**config.mk**
```make
export PLATFORM = sky130hd
export DESIGN_NAME = fifo_uart_tx
export DESIGN_NICKNAME = d
export VERILOG_FILES = /design/src/rtl/fifo_uart_tx.sv
export SDC_FILE = /design/constraint.sdc
export NUM_CORES = 1
export LEC_CHECK = 0
export CORE_MARGIN = 2
export CORE_UTILIZATION = 55
export DETAILED_ROUTE_END_ITERATION = 12
export DONT_BUFFER_PORTS = 1
export PLACE_DENSITY = 0.81
export SYNTH_ARGS = -nofsm -noshare
export SYNTH_HDL_FRONTEND = slang
export SYNTH_SLANG_ARGS = --single-unit
```
**constraint.sdc**
```tcl
create_clock -name clk -period 2 [get_ports clk]
set_input_delay 0.1 -clock clk [delete_from_list [all_inputs] [get_ports clk]]
set_output_delay 0.1 -clock clk [all_outputs]
set_load 0.05 [all_outputs]
```
**src/rtl/fifo_uart_tx.sv**
```systemverilog
// fifo_uart_tx: drains a show-ahead FIFO and serialises each byte as a UART frame
// Ports: clk/rst (sync, active-high); fifo_dout/fifo_empty from the FIFO head;
// fifo_rd_en pop strobe (combinational); tx serial line (registered, idles high);
// busy high while a frame is in flight; frame_done one-cycle pulse on the last stop cycle.
module fifo_uart_tx #(
  parameter int DATA_WIDTH   = 8,
  parameter int CLKS_PER_BIT = 16,
  parameter int PARITY_EN    = 0,
  parameter int PARITY_ODD   = 0,
  parameter int STOP_BITS    = 1
) (
  input  logic                  clk,
  input  logic                  rst,
  input  logic [DATA_WIDTH-1:0] fifo_dout,
  input  logic                  fifo_empty,
  output logic                  fifo_rd_en,
  output logic                  tx,
  output logic                  busy,
  output logic                  frame_done
);
  localparam int BW = CLKS_PER_BIT > 1 ? $clog2(CLKS_PER_BIT) : 1;
  localparam int IW = DATA_WIDTH > 1 ? $clog2(DATA_WIDTH) : 1;
  typedef enum logic [2:0] {IDLE, START, DATA, PARITY, STOP} state_t;
  state_t                state_q;
  logic [BW-1:0]         baud_q;
  logic [IW-1:0]         idx_q;
  logic [DATA_WIDTH-1:0] data_q;
  logic                  tx_q, busy_q, done_q;
  logic                  bit_end, last_stop;
  assign bit_end    = baud_q == BW'(CLKS_PER_BIT - 1);
  assign last_stop  = idx_q == IW'(STOP_BITS - 1);
  assign fifo_rd_en = (state_q == IDLE) && !fifo_empty && !rst;
  assign tx         = tx_q;
  assign busy       = busy_q;
  assign frame_done = done_q;
  // idx_q doubles as the stop-bit counter in STOP; it is always zero on entry to each state that uses it
  always_ff @(posedge clk) begin
    if (rst) begin
      state_q <= IDLE;
      baud_q  <= '0;
      idx_q   <= '0;
      data_q  <= '0;
      tx_q    <= 1'b1;
      busy_q  <= 1'b0;
      done_q  <= 1'b0;
    end else begin
      done_q <= 1'b0;
      baud_q <= (state_q == IDLE || bit_end) ? '0 : baud_q + 1'b1;
      case (state_q)
        IDLE: if (fifo_rd_en) begin
          data_q  <= fifo_dout;
          tx_q    <= 1'b0;
          busy_q  <= 1'b1;
          state_q <= START;
        end
        START: if (bit_end) begin
          tx_q    <= data_q[0];
          idx_q   <= '0;
          state_q <= DATA;
        end
        DATA: if (bit_end) begin
          if (idx_q == IW'(DATA_WIDTH - 1)) begin
            idx_q   <= '0;
            tx_q    <= (PARITY_EN != 0) ? ((^data_q) ^ 1'(PARITY_ODD)) : 1'b1;
            state_q <= (PARITY_EN != 0) ? PARITY : STOP;
          end else begin
            idx_q <= idx_q + 1'b1;
            tx_q  <= data_q[idx_q + 1'b1];
          end
        end
        PARITY: if (bit_end) begin
          tx_q    <= 1'b1;
          state_q <= STOP;
        end
        STOP: begin
          // registered pulse: raise one cycle early so it is visible on the final stop cycle
          done_q <= last_stop && baud_q == BW'(CLKS_PER_BIT - 2);
          if (bit_end) begin
            idx_q <= last_stop ? '0 : idx_q + 1'b1;
            if (last_stop) begin
              busy_q  <= 1'b0;
              state_q <= IDLE;
            end
          end
        end
        default: state_q <= IDLE;
      endcase
    end
  end
endmodule

```
After elaboration in Yosys (flattened, before gate mapping)
Cells that the tools add are included.

Bits in registers: 21. Input bits: 11. Output and inout port bits: 4. Logic and storage cells: 69.

$add $sub $neg: 2. Order comparisons: 1. Eq/ne operators: 14. Mux-type cells: 26. Bitwise operators: 1. Reduce and logical (&&, ||, !) cells: 18.

Operator list (number): 3-bit two-way mux (12); 3-bit one-hot mux with 5 select lines (1); 2-bit != test, second input constant (7); 1-bit two-way mux (9); 3-bit one-hot mux with 3 select lines (1); 4-bit equality test, second input constant (2); 4-bit AND reduction (2); 7-bit AND reduction (1); 3-bit by 2-bit equality test with 1-bit output, second input constant (2); 3-bit equality test, second input constant (2); 3-bit zero test (2); 5-bit AND reduction (1); 4-bit by 1-bit adder with 4-bit output, second input constant (1); 3-bit by 4-bit < comparator with 1-bit output, second input constant (1); 1-bit one-hot mux with 4 select lines (1); 4-bit nonzero test (1); 2-bit OR reduction (2); 3-bit by 1-bit adder with 3-bit output, second input constant (1); 1-bit binary-select mux with 3-bit select (1); 3-bit by 1-bit equality test with 1-bit output, second input constant (1); 1-bit logical AND (3); 3-bit nonzero test (1); 1-bit zero test (2); 1-bit one-hot mux with 2 select lines (1); 4 further kinds (4).

Depth between registers and ports, before layout
Gate-level depths: netlist of run 1.

Word-level depth: 6. Gate-level depth with buffers: 6.

Worst setup path before layout of run 1
OpenSTA, ideal clock, no wires.

Path kind: reg2reg. Start: register idx_q[0]. End: register tx_q, in the netlist tx. Arrival: 1.590 ns. Data required time: 1.886 ns. Setup slack: 0.296 ns. Cell stages (with the launch flop): 7. Path buffers: 0. Period minus slack after synthesis: 1.704 ns. Path through: dfxtp_1 -> inv_1 -> ha_1 -> mux4_2 -> nand2_1 -> o2111ai_1 -> a21o_1.

Longest elaborated chain between the ends: 6. Elaborated cells between the ends (all ways): 7. Those cells by class: 1 x add/sub; 1 x eq/ne; 5 x mux.

RTL lines: start: declaration (RTL line 26) `logic [IW-1:0] idx_q;`; start signal: assignment (RTL line 67) `idx_q <= idx_q + 1'b1;`; start signal: assignment (RTL line 79) `idx_q <= last_stop ? '0 : idx_q + 1'b1;`; 3-bit by 1-bit adder with 3-bit output (RTL line 68) `tx_q <= data_q[idx_q + 1'b1];`; 1-bit binary-select mux with 3-bit select (RTL line 68); 1-bit two-way mux (not written as such) (RTL line 68); 1-bit two-way mux * (RTL line 62) `if (idx_q == IW'(DATA_WIDTH - 1)) begin`; 1-bit two-way mux * (RTL line 61) `DATA: if (bit_end) begin`; 1-bit one-hot mux with 4 select lines * (RTL line 49) `case (state_q)`; end signal: assignment (RTL line 57) `tx_q <= data_q[0];`; end signal: assignment (RTL line 64) `tx_q <= (PARITY_EN != 0) ? ((^data_q) ^ 1'(PARITY_ODD)) : 1'b1;`; end signal: assignment (RTL line 68); end: declaration (RTL line 28) `logic tx_q, busy_q, done_q;`.

Every way passes the cells marked *; elsewhere a longest branch is shown, timed or not. The select of a mux whose other input is x is not followed. A chain may end at the register's enable or synchronous reset.

Final worst setup path of run 1
Start: register state_q[1]. End: output fifo_rd_en.

Longest elaborated chain between the ends: 3.

RTL lines: start: declaration (RTL line 24) `state_t state_q;`; start signal: assignment (RTL line 65) `state_q <= (PARITY_EN != 0) ? PARITY : STOP;`; 3-bit zero test (RTL line 32) `assign fifo_rd_en = (state_q == IDLE) && !fifo_empty && !rst;`; 1-bit logical AND (2 in series) (RTL line 32); end: declaration (RTL line 16) `output logic fifo_rd_en,`.

Every way passes these cells.

==> results of run 1 <==
worst max-delay path, delay by kind of cell (launching register included):
family / cells / cell delay [ns]
buf+inv: 2 / 0.42
flops: 1 / 0.39
simple gates: 2 / 0.69
layout make-up:
| cell class | instances | area (µm²) |
|---|---|---|
| fillers | 154 | 578 |
| multi-input cells | 87 | 571 |
| flip-flops and latches | 21 | 424 |
| repair buffers | 12 | 115 |
| well taps | 25 | 31.3 |
| clock buffers | 4 | 26.3 |
| inverters | 5 | 18.8 |
power breakdown:
group	leakage [nW]	total, mW	internal [mW]	switching (mW)
sequential	0.173	0.471	0.439	0.0319
clock	0.0150	0.202	0.0778	0.124
combinational	0.231	0.0798	0.0420	0.0377
worst max-delay path by stage:
stage | endpoint | startpoint | depth (start not counted) | slack [ns]
floorplan | tx | idx_q[0] | 6 | 0.30
global placement | tx | idx_q[0] | 6 | 0.26
detailed placement | tx | idx_q[0] | 6 | 0.18
CTS | fifo_rd_en | state_q[0] | 4 | 0.02
global route | fifo_rd_en | state_q[1] | 4 | 0.03
finish | fifo_rd_en | state_q[1] | 4 | 0.09
cells by family after synthesis:
family,count (synthesis)
AO/OA/AOI/OAI,25
XOR/XNOR,3
adder cells (fa/ha/maj),5
buffers and inverters,11
flip-flops,21
multiplexers,3
AND/OR/NAND/NOR,51
state kept, by name (all words and copies together) (netlist names):
register,count
idx_q,3
baud_q,4
tx,1
frame_done,1
state_q,3
busy,1
data_q,8
layout by cell type (no fill, tap or decap):
master	Yosys	final
a2111oi_0	1	1
a211oi_1	1	1
a21o_1	1	1
a21oi_1	4	4
a32oi_1	1	1
and3_1	1	1
buf_4	1	2
clkbuf_1	2	1
clkbuf_4	0	3
dfxtp_1	21	18
dfxtp_2	0	3
dlygate4sd3_1	0	10
ha_1	5	5
inv_1	5	5
mux2i_1	1	1
mux4_2	2	2
nand2_1	11	11
nand2b_1	9	9
nand2b_4	1	1
nand3_1	3	3
nand3b_1	1	1
nand4b_1	1	1
nor2_1	12	12
nor2_4	1	1
nor2b_1	2	2
nor3_1	6	6
o2111ai_1	1	1
o211ai_1	1	1
o21a_1	1	1
o21ai_0	12	12
o22ai_1	1	1
o32ai_1	1	1
or3_1	1	1
or4_4	1	1
or4b_1	1	1
xnor2_1	1	1
xor2_1	2	2
routing by layer:
metal | vias to the layer above | track usage | routed length [µm]
met3 | 4 | 0.0491 | 63
met5 | - | 0 | 0
met4 | 0 | 0.0973 | 36
met1 | 399 | 0.279 | 923
li1 | 435 | - | -
met2 | 17 | 0.376 | 1080
timing repair:
action	in CTS	in global routing
hold buffers	10	0
buffers inserted	0	0
endpoints found under the setup margin	0	1
gates resized for setup	0	3
hold endpoints to repair	18	0
==> run metrics, run 1 <==
fin. max-slew vios 0; maximum capacitance violations 0; Placed Area approximately 1100 µm²; Worst setup SP type register; CP Cell Sequence or4_4 > nor2_4 > buf_4 > buf_4; nets between 100 and 150; Post-Synth Adder-Cell Area 0.0595; post-synth cell types 36; final worst slack between 0.08 and 0.09 ns; EDFF count, synth 0; row count 15; DRC viols 0; most common cell in the netlist dfxtp_1; Synth top area share 0.400; PwrDens 634 nW/µm²; H-tree depth 1; placed wire-length estimate between 1000 and 1500 µm; GPL Wtd Cong 0.796; worst vdd ir approximately 0.45 mV; Min Clock Period, post-route 1.91 ns; CP Data Required Time ~1.9 ns; Mean Syn Cell Area ~9 µm²; R2R Setup Slk about 0.17 ns; CTS Buf Count 3; reg2reg end tx; post-synthesis simple-gate area fraction 0.262; FF+latch count, synth 21; grt ovf 0; Syn. warnings 0; Design Power between 0.7 and 0.8 mW; Routed wire per std cell 13.6 µm; mux cell area share after synthesis 0.0523; number of port buffers 0; Via density about 5.6; top_reg_cell synth dfxtp_1; die area ~2300 µm²; clock sinks 21; final setup vio count 0; RSZ-0062 raised after global routing no; area leader, netlist dfxtp_1; Post-Syn Instances approximately 120; clk slew on worst S/H paths about 0.11 ns; Setup crit end kind output port; post-route insts no fill 154; crit path kind reg -> out; pre-CTS setup slack between 0.15 and 0.2 ns; Least-Margin Pin Slew roughly 0.55 ns; worst min path class in -> reg; Area Overhead vs Synth 12.7%; Critical-path top delay cell or4_4; Core ar. around 1800 µm²; Longest Clk Path Bufs 2; layout cells sized above 1 0.101; RR Startpoint idx_q[0]; antenna-violating nets left 0; CP arrival 1.81 ns; R2R depth 6; post-route design area ~1200 µm²; Clock Skews between 0.004 and 0.005 ns; Die Ht approximately 48 µm; CTS tree done; timing-limited maximum frequency 523 MHz; synthesized area approximately 1100 µm²; CP max stage delay 0.58 ns; area fraction in compound gates after synthesis 0.144; Horiz. Die Dim 47.7 µm; CTS root buffer clkbuf_4; Worst path most repeated cell buf_4; syn nets 135; maximum fanout along the worst path 17; largest family of logic cells by synthesized area simple AND/OR/NAND/NOR gates; Hold WS approximately 0.0060 ns; Top Ports 15; leakage between 0.4 and 0.5 nW; DR iter-0 viols 18; Post-synth top cells dfxtp_1 (21), nor2_1 (12), o21ai_0 (12); Relative slew margins 0.630; HP Start fifo_empty; worst-skew pair later-pin latency about 0.30 ns; number of global-route vias before repair 831; Pre-antenna DRT Iters 4; Inst Count DP 140; status finished, final reports clean; All-Layer GR Usage 0.225; Post-Route Utilization 0.672; number of cells on the worst hold path 3; antenna violations before repair 0; final hold violation count 0; synth top area cells dfxtp_1 (40%), ha_1 (5.9%), o21ai_0 (5.7%); Initial Utilization 0.596; final WL about 2100 µm; antenna cells 0; share of synthesized registers carrying an async set or reset 0; Worst Hold End state_q[0]; first-pass GRT wire length ~3500 µm; DR vias ~860; Tcrit/Tclk final 0.956; largest net degree at the start of global routing 19; post-route setup TNS 0 ns; Seq/Total Area, Yosys 0.400; xor/xnor share of the synthesized area 0.0250
(Power assumes the default switching activity.)
==> run 2: changes to the inputs <==
CELL_PAD_IN_SITES_DETAIL_PLACEMENT = 1   (was not set)
CELL_PAD_IN_SITES_GLOBAL_PLACEMENT = 1   (was not set)
CORE_UTILIZATION = 45   (was 55)
PLACE_DENSITY = 0.86   (was 0.81)
TNS_END_PERCENT = 50   (was not set)
==> run 2 against run 1 <==
Against the previous run:
- clock skew up 0.00097 ns
- critical endpoint unchanged
- largest power group unchanged
- first-iteration DRC count down 67%
- sequential share of layout area down 0.22 points
- maximum frequency up 1.0%
- critical path depth unchanged
- sequential power about the same
==> run metrics, run 2 (synthesized netlist as in run 1, its figures left out) <==
final setup vio count 0; antenna cells 0; Longest Clk Path Bufs 2; register share of total power 0.619; CP Data Required Time 1.90 ns; worst min path class in -> reg; clk slew on worst S/H paths 0.12 ns; Via density about 5.6; DR iter-0 viols 6; row count 17; number of global-route vias before repair a little under 900; Critical-path top delay cell or4_4; Reg area ~420 µm²; CTS tree done; antenna violations before repair 0; final hold violation count 0; NetSw just over 0.2 mW; sw frac 0.267; logic gate share of total power 0.107; CP Cell Sequence or4_4 > nor2_4 > buf_4 > buf_6; Top Ports 15; most frequent cells in the layout dfxtp_1 (18), nor2_1 (12), o21ai_0 (12); Routed wire per std cell between 15 and 20 µm; Placed Area between 1000 and 1500 µm²; Post-Route Utilization 0.540; leakage roughly 0.42 nW; met1 Use GR 0.227; Min Clock Period, post-route around 1.9 ns; Worst setup SP type register; clock sinks 21; Clk pwr share 0.274; # Post-CTS Setup Buffers 0; GPL Wtd Cong 0.839; Horiz. Die Dim roughly 52 µm; largest registers data_q (8), baud_q (4); met2 Use GR 0.385; pre-CTS setup slack 0.143 ns; PwrDens about 640 nW/µm²; grt ovf 0; All-Layer GR Usage 0.208; maximum fanout along the worst path 17; antenna-violating nets left 0; Die Ht 52.4 µm; R2R Setup Slk about 0.11 ns; post-route setup TNS 0 ns; DR vias 886; largest net degree at the start of global routing 20; RSZ-0062 raised after global routing no; gr busiest metal met2; commonest non-fill, non-tap cell in the layout dfxtp_1; maximum capacitance violations 0; Least-Margin Pin Slew ~0.6 ns; worst-skew pair later-pin latency slightly above 0.3 ns; Area Overhead vs Synth 13.4%; Core ar. approximately 2200 µm²; timing-limited maximum frequency between 500 and 600 MHz; GR Layer Usage met3 0.0371; die area 2740 µm²; Clock Skews 0.00524 ns; crit path kind reg -> out; area of the multi-input gates between 500 and 600 µm²; CTS Buf Count 3; status finished, final reports clean; H-tree depth 1; CP max stage delay 0.58 ns; fin. max-slew vios 0; final WL about 2400 µm; layout cells sized above 1 0.101; first-pass GRT wire length between 4000 and 5000 µm; fill count around 270; Buf+Inv Stages, Crit Path 2; Relative slew margins 0.607; Initial Utilization 0.476; CP top delay family simple AND/OR/NAND/NOR gates; final worst slack 0.106 ns; nets ~150; Largest register FFs 8; Tcrit/Tclk final 0.947; register with the most flip-flops data_q; Int Pwr ~0.56 mW; placed wire-length estimate 1700 µm; worst vdd ir roughly 0.42 mV; Setup crit end kind output port; CTS root buffer clkbuf_4; Pre-antenna DRT Iters 3; post-route design area around 1200 µm²; DRC viols 0; CP arrival around 1.8 ns; number of port buffers 0
run 2: cell types whose count changed in the layout (fill, tap and decap cells not counted):
cell and change:
buf_4 -1, buf_6 +1
run 2: layer usage:
metal  wire, µm  up-vias  share of wire
li1           -      437              -
met1       1050      434           0.43
met2       1300       11           0.53
met3         62        4          0.025
met4         31        0          0.013
met5          0        -              0
run 2: metrics by stage:
| stage | power (mW) | cells | hold WS, ns |
|---|---|---|---|
| floorplan | 0.530 | 119 | 0.209 |
| global placement | 0.536 | 143 | 0.174 |
| detailed placement | 0.541 | 143 | 0.175 |
| CTS | 0.769 | 157 | 0.00469 |
| global route | 0.797 | 157 | 0.00373 |
| finish | 0.763 | 157 | 0.0117 |
run 2: worst paths after layout:
kind | from | to | cells after the start
min reg2reg | baud_q[0] | baud_q[0] | 1
min | rst | busy | 2
max reg2reg | idx_q[0] | tx | 6
max | state_q[1] | fifo_rd_en | 4
run 2: power by group through the flow:
stage | Combinational, mW | Sequential (mW) | Clock [mW]
2_1_floorplan | 0.0576 | 0.472 | 0
3_3_place_gp | 0.0559 | 0.481 | 0
3_5_place_dp | 0.0594 | 0.481 | 0
4_1_cts | 0.0800 | 0.473 | 0.216
5_1_grt | 0.0906 | 0.475 | 0.231
6_report | 0.0817 | 0.472 | 0.209
run 2: layout make-up:
type                       count  area share
multi-input combinational     87       0.478
sequential                    21       0.355
clock buffer                   4      0.0220
timing repair buffer          12      0.0996
inverter                       5      0.0157
tap                           28      0.0294
run 2: what timing repair did:
item	in CTS	in global routing
resized for setup	1	3
endpoints found under the setup margin	1	1
hold endpoints to repair	19	0
hold buffers	10	0
